$ cat src/rtl/moment_divider.sv
// Fixed-point velocity divider: ux = pux/p and uy = puy/p on two restoring datapaths sharing one denominator.
// Latency: div_valid pulses DATA_WIDTH+FRAC_BITS+2 cycles after an accepted start; starts while busy are dropped.
module moment_divider #(
    parameter int DATA_WIDTH       = 32,
    parameter int FRAC_BITS        = 16,
    parameter int ITER_COUNT_WIDTH = $clog2(DATA_WIDTH + FRAC_BITS + 1)
) (
    input  logic                  Clk,
    input  logic                  Reset,
    input  logic                  div_start,
    input  logic [DATA_WIDTH-1:0] p_in,
    input  logic [DATA_WIDTH-1:0] pux_in,
    input  logic [DATA_WIDTH-1:0] puy_in,
    output logic [DATA_WIDTH-1:0] ux_out,
    output logic [DATA_WIDTH-1:0] uy_out,
    output logic                  div_valid,
    output logic                  div_busy,
    output logic                  div_by_zero,
    output logic                  div_overflow
);

    localparam int DW = DATA_WIDTH;
    localparam int N  = DATA_WIDTH + FRAC_BITS;

    localparam logic [ITER_COUNT_WIDTH-1:0] LAST_ITER = ITER_COUNT_WIDTH'(N - 1);
    localparam logic [N-1:0] POS_MAX = {{(FRAC_BITS + 1){1'b0}}, {(DW - 1){1'b1}}};
    localparam logic [N-1:0] NEG_LIM = {{FRAC_BITS{1'b0}}, 1'b1, {(DW - 1){1'b0}}};

    typedef enum logic [1:0] {IDLE, ITER, FIXUP, DONE} state_t;

    state_t                      state;
    logic [ITER_COUNT_WIDTH-1:0] cnt;
    logic [DW-1:0]               p_mag;
    logic [N-1:0]                x_dvd;
    logic [N-1:0]                y_dvd;
    logic [DW:0]                 x_rem;
    logic [DW:0]                 y_rem;
    logic [N-1:0]                x_q;
    logic [N-1:0]                y_q;
    logic                        sign_x;
    logic                        sign_y;
    logic                        zero;

    logic [DW+1:0]               x_step;
    logic [DW+1:0]               y_step;
    logic [DW:0]                 x_fix;
    logic [DW:0]                 y_fix;

    function automatic logic [DW-1:0] mag(input logic [DW-1:0] v);
        return v[DW-1] ? -v : v;
    endfunction

    // Returns {quotient bit, next partial remainder}.
    function automatic logic [DW+1:0] step(input logic [DW:0] rem, input logic b,
                                           input logic [DW-1:0] d);
        logic [DW+1:0] sh;
        sh = {rem, b};
        if (sh >= {2'b00, d})
            return {1'b1, sh[DW:0] - {1'b0, d}};
        return {1'b0, sh[DW:0]};
    endfunction

    // Returns {overflow, signed result}; the negative range is one larger than the positive one.
    function automatic logic [DW:0] fix(input logic [N-1:0] q, input logic neg);
        if (!neg && q > POS_MAX)
            return {1'b1, 1'b0, {(DW - 1){1'b1}}};
        if (neg && q > NEG_LIM)
            return {1'b1, 1'b1, {(DW - 1){1'b0}}};
        return {1'b0, neg ? -q[DW-1:0] : q[DW-1:0]};
    endfunction

    always_comb begin
        x_step = step(x_rem, x_dvd[N-1], p_mag);
        y_step = step(y_rem, y_dvd[N-1], p_mag);
        x_fix  = fix(x_q, sign_x);
        y_fix  = fix(y_q, sign_y);
    end

    always_ff @(posedge Clk or negedge Reset) begin
        if (!Reset) begin
            state        <= IDLE;
            cnt          <= '0;
            p_mag        <= '0;
            x_dvd        <= '0;
            y_dvd        <= '0;
            x_rem        <= '0;
            y_rem        <= '0;
            x_q          <= '0;
            y_q          <= '0;
            sign_x       <= 1'b0;
            sign_y       <= 1'b0;
            zero         <= 1'b0;
            ux_out       <= '0;
            uy_out       <= '0;
            div_valid    <= 1'b0;
            div_busy     <= 1'b0;
            div_by_zero  <= 1'b0;
            div_overflow <= 1'b0;
        end else begin
            div_valid <= 1'b0;
            case (state)
                IDLE: begin
                    if (div_start) begin
                        p_mag        <= mag(p_in);
                        x_dvd        <= {mag(pux_in), {FRAC_BITS{1'b0}}};
                        y_dvd        <= {mag(puy_in), {FRAC_BITS{1'b0}}};
                        sign_x       <= pux_in[DW-1] ^ p_in[DW-1];
                        sign_y       <= puy_in[DW-1] ^ p_in[DW-1];
                        zero         <= (p_in == '0);
                        cnt          <= '0;
                        x_rem        <= '0;
                        y_rem        <= '0;
                        x_q          <= '0;
                        y_q          <= '0;
                        ux_out       <= '0;
                        uy_out       <= '0;
                        div_by_zero  <= 1'b0;
                        div_overflow <= 1'b0;
                        div_busy     <= 1'b1;
                        state        <= ITER;
                    end
                end
                ITER: begin
                    x_rem <= x_step[DW:0];
                    y_rem <= y_step[DW:0];
                    x_q   <= {x_q[N-2:0], x_step[DW+1]};
                    y_q   <= {y_q[N-2:0], y_step[DW+1]};
                    x_dvd <= {x_dvd[N-2:0], 1'b0};
                    y_dvd <= {y_dvd[N-2:0], 1'b0};
                    cnt   <= cnt + 1'b1;
                    if (cnt == LAST_ITER)
                        state <= FIXUP;
                end
                FIXUP: begin
                    // A zero divisor yields all-ones quotients; the zero flag overrides them.
                    if (zero) begin
                        ux_out       <= '0;
                        uy_out       <= '0;
                        div_by_zero  <= 1'b1;
                        div_overflow <= 1'b0;
                    end else begin
                        ux_out       <= x_fix[DW-1:0];
                        uy_out       <= y_fix[DW-1:0];
                        div_overflow <= x_fix[DW] | y_fix[DW];
                    end
                    div_valid <= 1'b1;
                    state     <= DONE;
                end
                DONE: begin
                    div_busy <= 1'b0;
                    state    <= IDLE;
                end
                default: state <= IDLE;
            endcase
        end
    end

endmodule

$ cat config.mk
export PLATFORM = sky130hd
export DESIGN_NAME = moment_divider
export DESIGN_NICKNAME = d
export VERILOG_FILES = /design/src/rtl/moment_divider.sv
export SDC_FILE = /design/constraint.sdc
export NUM_CORES = 1
export LEC_CHECK = 0
export CAP_MARGIN = 10
export CORE_ASPECT_RATIO = 1.5
export CORE_MARGIN = 1
export CORE_UTILIZATION = 51
export CTS_CLUSTER_DIAMETER = 200
export CTS_CLUSTER_SIZE = 8
export DETAILED_ROUTE_END_ITERATION = 8
export GPL_ROUTABILITY_DRIVEN = 0
export GPL_TIMING_DRIVEN = 0
export PLACE_DENSITY = 0.75
export SETUP_SLACK_MARGIN = 0.4
export SLEW_MARGIN = 20
export SYNTH_ARGS = -nofsm -noshare
export SYNTH_HDL_FRONTEND = slang
export SYNTH_SLANG_ARGS = --single-unit
$ cat constraint.sdc
create_clock -name Clk -period 6.9 [get_ports Clk]
set_clock_uncertainty 0.2 [all_clocks]
set_input_delay 1.38 -clock Clk [delete_from_list [all_inputs] [get_ports Clk]]
set_output_delay 1.38 -clock Clk [all_outputs]
set_load 0.01 [all_outputs]
==> results of run 1 <==
-- metal layers --
metal,vias up,global-route usage (%),share of wire [%]
met2,695,49.6,49
met3,218,3.80,4.7
li1,8650,-,-
met1,8849,33.7,39
met5,-,0,0
met4,0,19.7,6.9
-- state kept, by name, summed over array words and instances (netlist names) --
name	cells
x_q	48
y_q	48
x_rem	33
y_rem	33
p_mag	32
ux_out	32
uy_out	32
x_dvd	32
y_dvd	32
cnt	6
state	2
div_busy	1
div_by_zero	1
div_overflow	1
div_valid	1
sign_x	1
sign_y	1
zero	1
-- worst min path at each step --
stage                    start    endpoint  slack [ps]
detailed placement   uy_out[9]   uy_out[9]         260
finish               uy_out[5]   uy_out[5]         270
CTS                  uy_out[9]   uy_out[9]         270
floorplan            x_dvd[25]   x_dvd[25]         240
global route        uy_out[17]  uy_out[17]         290
global placement     uy_out[0]   uy_out[0]         260
-- metrics by stage --
| stage | power, mW | cell area (um^2) | hold slack, ps | util, % |
|---|---|---|---|---|
| floorplan | 7.33 | 20000 | 245 | - |
| global placement | 9.08 | 22300 | 257 | 57.8 |
| detailed placement | 9.26 | 22300 | 264 | 58.0 |
| CTS | 11.4 | 23600 | 274 | 61.3 |
| global route | 12.3 | 23600 | 291 | 61.3 |
| finish | 11.5 | 23600 | 267 | 61.3 |
-- tightest hold or removal path, stage by stage, from the launching register on --
cell and delay [ps]:
dfrtp_1 330, nand2_1 50, nand2_1 50
-- final cells by class --
type / count / area share [%]
antenna: 1 / 0.0106
buffer: 121 / 1.95
clock buffer: 50 / 5.20
clock inverter: 3 / 0.233
inverter: 74 / 1.18
multi-input combinational: 1761 / 45.8
sequential: 337 / 35.7
tap: 495 / 2.62
timing repair buffer: 167 / 7.32
-- cells in the final DEF, fill, tap and decap left out, types with 26 or more instances in the layout --
cell / instances
dfrtp_1: 337
nand2_1: 311
o21ai_0: 290
a21oi_1: 196
nor2_1: 163
clkdlybuf4s50_1: 163
xor2_1: 117
clkbuf_1: 110
a22o_1: 102
ha_1: 74
inv_1: 73
xnor2_1: 63
clkbuf_16: 49
nor3_1: 38
o31ai_1: 35
nand3_1: 26
-- power by group --
| group | switching, mW | internal, mW |
|---|---|---|
| logic | 3.99 | 2.39 |
| clock network | 0.855 | 1.25 |
| registers | 0.416 | 2.58 |
-- cells by family (layout without fill, tap and decap cells) --
logic type	count (synthesis)	after routing	share of synthesized area, %
fa+ha+maj	76	76	4.83
mux	18	18	0.920
xor+xnor	180	180	7.88
simple gates	696	696	15.9
buf+inv	195	415	3.69
flops	337	337	42.2
other cells	0	1	0
compound gates	791	791	24.6
==> impl_metrics.env, run 1 <==
export IMPL_status="finished, final reports clean"
export IMPL_setup_viol=0
export IMPL_r2r_start="state[0]"
export IMPL_area_growth_synth_to_final_pct=18.2
export IMPL_ys_warnings_count=0
export IMPL_cts_tree="built"
export IMPL_synth_edff_count=0
export IMPL_critPathRequiredTime_ps=7190
export IMPL_nNetsFinal=2685
export IMPL_timing_fmax_ghz=0.215
export IMPL_crit_buf_inv=5
export IMPL_cp_startpoint="div_start"
export IMPL_clockRootBuffer="clkbuf_16"
export IMPL_dp_final_hpwl_mm=42.8
export IMPL_critPathTopFamily="buffers and inverters"
export IMPL_synthTopCellsByArea="dfrtp_1 (42%), o21ai_0 (7.3%), nand2_1 (5.8%), xor2_1 (5.1%), a21oi_1 (4.9%)"
export IMPL_start_kind="input pin"
export IMPL_grt_usage_pct=29.1
export IMPL_yosysMostFrequentCell="dfrtp_1"
export IMPL_avgViaCountPerCell=6.12
export IMPL_fin_crit_sh_pct=67.4
export IMPL_synth_common_cells="dfrtp_1 (337), nand2_1 (311), o21ai_0 (290)"
export IMPL_synth_top_area_cell="dfrtp_1"
export IMPL_r2r_end="x_dvd[16]"
export IMPL_pin_count=167
export IMPL_rrSetupSlack_ps=2550
export IMPL_synth_avg_cell_area_um2=8.72
export IMPL_final_cells=3009
export IMPL_cp_num_cells=8
export IMPL_antenna_found_initial=0
export IMPL_ys_types=71
export IMPL_multi_input_area_um2=10800
export IMPL_drive_above_1_share_pct=3.42
export IMPL_synth_cells=2293
export IMPL_grt_max_degree=99
export IMPL_p_leak_nw=10.6
export IMPL_end_kind="flip-flop"
export IMPL_ff_latch_area_um2=8430
export IMPL_die_area_um2=40000
export IMPL_rows=88
export IMPL_clkTransAtPathRegs_ps=50
export IMPL_fin_crit_ps=4650
export IMPL_cts_setup_buffers=0
export IMPL_port_buffers=164
export IMPL_grt_pass1_wl_mm=92.3
export IMPL_drc=0
export IMPL_ctsResizeCount=0
export IMPL_crit_path_top_delay_cell="clkbuf_1"
export IMPL_antenna_left=0
export IMPL_synth_top_area_share_pct=42.2
export IMPL_dp_cells=2955
export IMPL_clkSinkCount=337
export IMPL_async_flop_share_pct=100
export IMPL_start_util_pct=51.9
export IMPL_setup_tns_ps=0
export IMPL_drt_total_wl_mm=57.8
export IMPL_hold_class="flip-flop to flip-flop"
export IMPL_cts_htree_levels=2
export IMPL_die_x_um=164
export IMPL_synth_seq_area_share_pct=42.2
export IMPL_drt_wirelength_per_cell_um=19.2
export IMPL_die_y_um=245
export IMPL_grt_pass1_vias=18100
export IMPL_mappedNetlistNets=2468
export IMPL_vias=18400
export IMPL_syn_area_um2=20000
export IMPL_layout_filler_cells=3316
export IMPL_crit_arrival_ps=4940
export IMPL_dr_pass1_iters=6
export IMPL_synth_seq_cells=337
export IMPL_hold_violations=0
export IMPL_worstHoldPathCells=2
export IMPL_yosys_most_used_dff="dfrtp_1"
export IMPL_max_stage_delay_ps=770
export IMPL_grt_overflow=0
export IMPL_core_area_um2=38500
export IMPL_crit_end="x_dvd[16]"
export IMPL_drv_cap=0
export IMPL_slew_viol_final=0
export IMPL_drtIter0Drc=1525
export IMPL_path_class="input pin to flip-flop"
export IMPL_tightestPinTransition_ps=970
export IMPL_ctsHoldBuffers=0
export IMPL_power_density_nw_per_um2=485
export IMPL_path_common_cell="clkbuf_1"
export IMPL_slew_headroom_pct=34.8
export IMPL_setup_ws_ps=2250
export IMPL_worst_r2r_path_depth=9
export IMPL_cp_max_fo=11
export IMPL_rsz0062_at_grt="false"
export IMPL_cts_max_path_buffers=3
export IMPL_vdd_drop_max_uv=250
export IMPL_clk_latency_ps=570
export IMPL_post_place_ws_ps=1740
export IMPL_crit_chain="clkbuf_1 > and2_0 > clkbuf_1 > a21oi_1 > clkbuf_1 > clkbuf_1 > clkbuf_1 > a22o_1"
export IMPL_numCtsBuffers=48
(Power assumes the default switching activity.)
==> run 2: changes to the inputs <==
--- a/config.mk
+++ b/config.mk
@@ -14,7 +14,7 @@
 export DETAILED_ROUTE_END_ITERATION = 8
 export GPL_ROUTABILITY_DRIVEN = 0
 export GPL_TIMING_DRIVEN = 0
-export PLACE_DENSITY = 0.75
+export PLACE_DENSITY = 0.77
 export SETUP_SLACK_MARGIN = 0.4
 export SLEW_MARGIN = 20
 export SYNTH_ARGS = -nofsm -noshare
==> constraint.sdc (replaced) <==
create_clock -name Clk -period 3.9 [get_ports Clk]
set_clock_uncertainty 0.2 [all_clocks]
set_input_delay 0.78 -clock Clk [delete_from_list [all_inputs] [get_ports Clk]]
set_output_delay 0.78 -clock Clk [all_outputs]
set_load 0.01 [all_outputs]
==> impl_metrics.env, run 2 (synthesis results as in run 1) <==
export IMPL_grt_pass1_vias=18700
export IMPL_post_place_ws_ps=-706
export IMPL_start_util_pct=51.9
export IMPL_drt_wirelength_per_cell_um=19.2
export IMPL_avgViaCountPerCell=6.19
export IMPL_slew_viol_final=0
export IMPL_die_y_um=245
export IMPL_slew_headroom_pct=30.1
export IMPL_whs_ps=260
export IMPL_crit_arrival_ps=3780
export IMPL_drtIter0Drc=1402
export IMPL_final_common_cell="dfrtp_1"
export IMPL_cts_htree_levels=2
export IMPL_drv_cap=0
export IMPL_clockRootBuffer="clkbuf_16"
export IMPL_fin_crit_ps=3530
export IMPL_p_leak_nw=10.9
export IMPL_grt_pass1_wl_mm=92.8
export IMPL_mostFrequentLayoutCells="dfrtp_1 (334), nand2_1 (311), o21ai_0 (286), a21oi_1 (191), nor2_1 (162)"
export IMPL_antenna_left=0
export IMPL_multi_input_area_um2=11200
export IMPL_pin_count=167
export IMPL_vdd_drop_max_uv=487
export IMPL_total_power_mw=21.0
export IMPL_dr_pass1_iters=6
export IMPL_setup_viol=0
export IMPL_path_class="flip-flop to flip-flop"
export IMPL_clk_latency_ps=570
export IMPL_tightestPinTransition_ps=1040
export IMPL_diodes=0
export IMPL_setup_tns_ps=0
export IMPL_fin_crit_sh_pct=90.5
export IMPL_reg_top3="x_q (48), y_q (48)"
export IMPL_cp_max_fo=3
export IMPL_start_kind="flip-flop"
export IMPL_power_density_nw_per_um2=869
export IMPL_dp_final_hpwl_mm=42.9
export IMPL_die_area_um2=40000
export IMPL_postLayoutCellArea_um2=24200
export IMPL_end_kind="flip-flop"
export IMPL_ff_latch_area_um2=8440
export IMPL_setup_ws_ps=371
export IMPL_area_growth_synth_to_final_pct=21.1
export IMPL_hold_class="flip-flop to flip-flop"
export IMPL_timing_fmax_ghz=0.283
export IMPL_critPathRequiredTime_ps=4150
export IMPL_status="finished, final reports clean"
export IMPL_hold_violations=0
export IMPL_clkTransAtPathRegs_ps=50
export IMPL_rsz0062_at_grt="true"
export IMPL_antenna_found_initial=0
export IMPL_numCtsBuffers=48
export IMPL_cts_tree="built"
export IMPL_grt_max_degree=102
export IMPL_die_x_um=164
export IMPL_layout_filler_cells=3242
export IMPL_rows=88
export IMPL_final_cells=3029
export IMPL_cts_max_path_buffers=3
export IMPL_place_area_um2=22300
export IMPL_grt_overflow=0
export IMPL_clkSinkCount=337
export IMPL_dp_cells=2955
export IMPL_grt_usage_pct=29.0
export IMPL_vias=18800
export IMPL_drive_above_1_share_pct=7.34
export IMPL_drc=0
export IMPL_final_util_pct=62.9
export IMPL_core_area_um2=38500
export IMPL_port_buffers=164
export IMPL_drt_total_wl_mm=58.2
export IMPL_nNetsFinal=2706
[run 2: final cells by class]
cell class / instances / share of cell area, %
multi-input combinational: 1762 / 46.1
sequential: 337 / 34.8
timing repair buffer: 187 / 7.80
clock buffer: 50 / 5.08
tap: 495 / 2.56
buffer: 121 / 2.23
inverter: 74 / 1.15
clock inverter: 3 / 0.227
[run 2: critical path, cell delays in order (launching register included)]
cell and delay (ps):
dfrtp_2 460, ha_1 250, fa_1 400, nand2b_1 210
a21oi_2 200, o31a_1 170, a31oi_1 130, a21oi_1 440
a31oi_2 210, o21a_1 250, o21ai_0 280, or4_1 160
nand3_1 60
[run 2: per-layer routing]
layer | global-route usage [%] | wire (um) | vias up
met5 | 0 | 0 | -
met4 | 20.2 | 4240 | 0
met3 | 3.27 | 2550 | 230
met2 | 50.4 | 29200 | 726
met1 | 33.0 | 22200 | 9105
li1 | - | - | 8695
[run 2: where the power goes]
group	switching, mW	total, mW	internal (mW)
sequential	0.740	5.31	4.56
clock	1.49	3.69	2.21
combinational	7.37	12.1	4.68
[run 2: path summary, 6_finish.rpt]
| path | cells past startpoint | endpoint | from | slack [ps] |
|---|---|---|---|---|
| worst max-delay path | 12 | y_rem[32] | p_mag[0] | 370 |
| worst min-delay path | 2 | uy_out[9] | uy_out[9] | 260 |
| worst max register to register | 12 | y_rem[32] | p_mag[0] | 370 |
| worst min register to register | 2 | uy_out[9] | uy_out[9] | 260 |
| max in group asynchronous | 4 | y_dvd[47] | Reset | 1550 |
| min in group asynchronous | 2 | ux_out[9] | Reset | 560 |
[run 2: repair_timing]
item                       CTS  global route
cloned                       0             2
setup buffers                8            10
hold buffers                 1             0
setup endpoints to repair  189           167
hold endpoints to repair    14             0
pin swaps                   16            13
gates resized for setup     70            76
==> run 3: changes to the inputs <==
--- a/config.mk
+++ b/config.mk
@@ -7,7 +7,7 @@
 export LEC_CHECK = 0
 export CAP_MARGIN = 10
 export CORE_ASPECT_RATIO = 1.5
-export CORE_MARGIN = 1
+export CORE_MARGIN = 2
 export CORE_UTILIZATION = 51
 export CTS_CLUSTER_DIAMETER = 200
 export CTS_CLUSTER_SIZE = 8
==> impl_metrics.env, run 3 (synthesis results as in run 1) <==
export IMPL_post_place_ws_ps=-630
export IMPL_grt_usage_pct=28.1
export IMPL_final_util_pct=62.7
export IMPL_vdd_drop_max_uv=547
export IMPL_p_leak_nw=10.8
export IMPL_drt_wirelength_per_cell_um=19.5
export IMPL_grt_pass1_vias=18900
export IMPL_dr_pass1_iters=6
export IMPL_place_area_um2=22300
export IMPL_clockRootBuffer="clkbuf_16"
export IMPL_end_kind="flip-flop"
export IMPL_pin_count=167
export IMPL_power_density_nw_per_um2=870
export IMPL_fin_crit_sh_pct=88.9
export IMPL_start_kind="input pin"
export IMPL_slew_headroom_pct=34.5
export IMPL_drt_total_wl_mm=59.2
export IMPL_drc=0
export IMPL_cts_tree="built"
export IMPL_setup_tns_ps=0
export IMPL_fin_crit_ps=3470
export IMPL_vias=18800
export IMPL_die_x_um=166
export IMPL_cp_max_fo=5
export IMPL_die_y_um=247
export IMPL_setup_viol=0
export IMPL_final_cells=3030
export IMPL_die_area_um2=40800
export IMPL_rows=88
export IMPL_clkSinkCount=337
export IMPL_port_buffers=164
export IMPL_avgViaCountPerCell=6.20
export IMPL_clkTransAtPathRegs_ps=50
export IMPL_antenna_left=0
export IMPL_drtIter0Drc=1364
export IMPL_core_area_um2=38500
export IMPL_timing_fmax_ghz=0.288
export IMPL_drv_cap=0
export IMPL_slew_viol_final=0
export IMPL_postLayoutCellArea_um2=24200
export IMPL_start_util_pct=51.9
export IMPL_rsz0062_at_grt="false"
export IMPL_path_class="input pin to flip-flop"
export IMPL_worstHoldPathCells=2
export IMPL_status="finished, final reports clean"
export IMPL_final_common_cell="dfrtp_1"
export IMPL_nNetsFinal=2706
export IMPL_worst_r2r_path_depth=12
export IMPL_hold_class="flip-flop to flip-flop"
export IMPL_grt_pass1_wl_mm=94.1
export IMPL_tightestPinTransition_ps=974
export IMPL_setup_ws_ps=431
export IMPL_grt_overflow=0
export IMPL_grt_max_degree=92
export IMPL_numCtsBuffers=48
export IMPL_dp_final_hpwl_mm=43.4
export IMPL_layout_filler_cells=3278
export IMPL_hold_violations=0
export IMPL_drive_above_1_share_pct=7.34
export IMPL_area_growth_synth_to_final_pct=20.9
export IMPL_crit_arrival_ps=3700
export IMPL_critPathRequiredTime_ps=4140
export IMPL_cts_max_path_buffers=3
export IMPL_cts_htree_levels=2
export IMPL_mostFrequentLayoutCells="dfrtp_1 (334), nand2_1 (311), o21ai_0 (285), a21oi_1 (187), nor2_1 (163)"
export IMPL_antenna_found_initial=2
export IMPL_reg_top3="x_q (48), y_q (48)"
export IMPL_clk_latency_ps=580
export IMPL_dp_cells=2955
==> run 3: changes by cell type in the layout (fill, tap and decap cells not counted), sizes merged <==
cell           before  now
dlymetal6s2s        3    0
diode               0    1
clkbuf            155  158
buf                42   40
clkdlybuf4s50     152  155
clkdlybuf4s15       2    1
==> run 3: area by class of cell <==
class                           count  area (um^2)  area share [%]
Antenna cell                        1         2.50          0.0104
Buffer                            121          527            2.18
Clock buffer                       50         1230            5.09
Clock inverter                      3         55.1           0.228
Inverter                           74          278            1.15
Multi-Input combinational cell   1762        11200            46.2
Sequential cell                   337         8440            34.9
Tap cell                          495          619            2.56
Timing Repair Buffer              187         1860            7.68
==> run 3: layer usage <==
| metal | wire [um] | vias to the layer above | global-route usage, % |
|---|---|---|---|
| li1 | - | 8712 | - |
| met4 | 4120 | 2 | 19.4 |
| met2 | 30200 | 770 | 50.1 |
| met5 | 13 | - | 0 |
| met1 | 21800 | 9058 | 31.0 |
| met3 | 3080 | 239 | 3.98 |
==> run 3: worst paths after layout <==
path,from,end,slack (ps)
setup / recovery,p_in[11],p_mag[29],430
hold / removal,uy_out[9],uy_out[9],260
setup reg to reg,p_mag[2],y_rem[31],460
hold reg to reg,uy_out[9],uy_out[9],260
max in group asynchronous,Reset,p_mag[0],1640
min in group asynchronous,Reset,ux_out[11],550
==> run 3: timing repair <==
item	4_1_cts	5_1_grt
hold buffers	1	0
gates cloned	0	1
endpoints found under the setup margin	189	197
setup buffers	8	11
pin swaps	16	13
resized for setup	69	70
endpoints found under the hold margin	20	0
==> run 3: worst max-delay path, stage by stage <==
cell             delay (ps)
clkdlybuf4s50_1         450
or4_4                   580
or3_4                   380
or3_4                   420
or2_4                   260
or4_4                   450
o21ai_2                 140
xor2_1                  170
o21ai_1                  70
==> run 3: report_power, final <==
group / leakage, nW / total, mW / switching, mW / internal, mW
Combinational: 5.76 / 12.0 / 7.41 / 4.62
Sequential: 4.44 / 5.29 / 0.731 / 4.56
Clock: 0.627 / 3.72 / 1.51 / 2.21
Total: 10.8 / 21.0 / 9.65 / 11.4
==> run 3: metrics by stage <==
step                total power [mW]  hold slack (ps)
floorplan                       13.0              245
global placement                16.1              255
detailed placement              16.4              258
CTS                             20.4              268
global route                    22.5              302
finish                          21.0              264
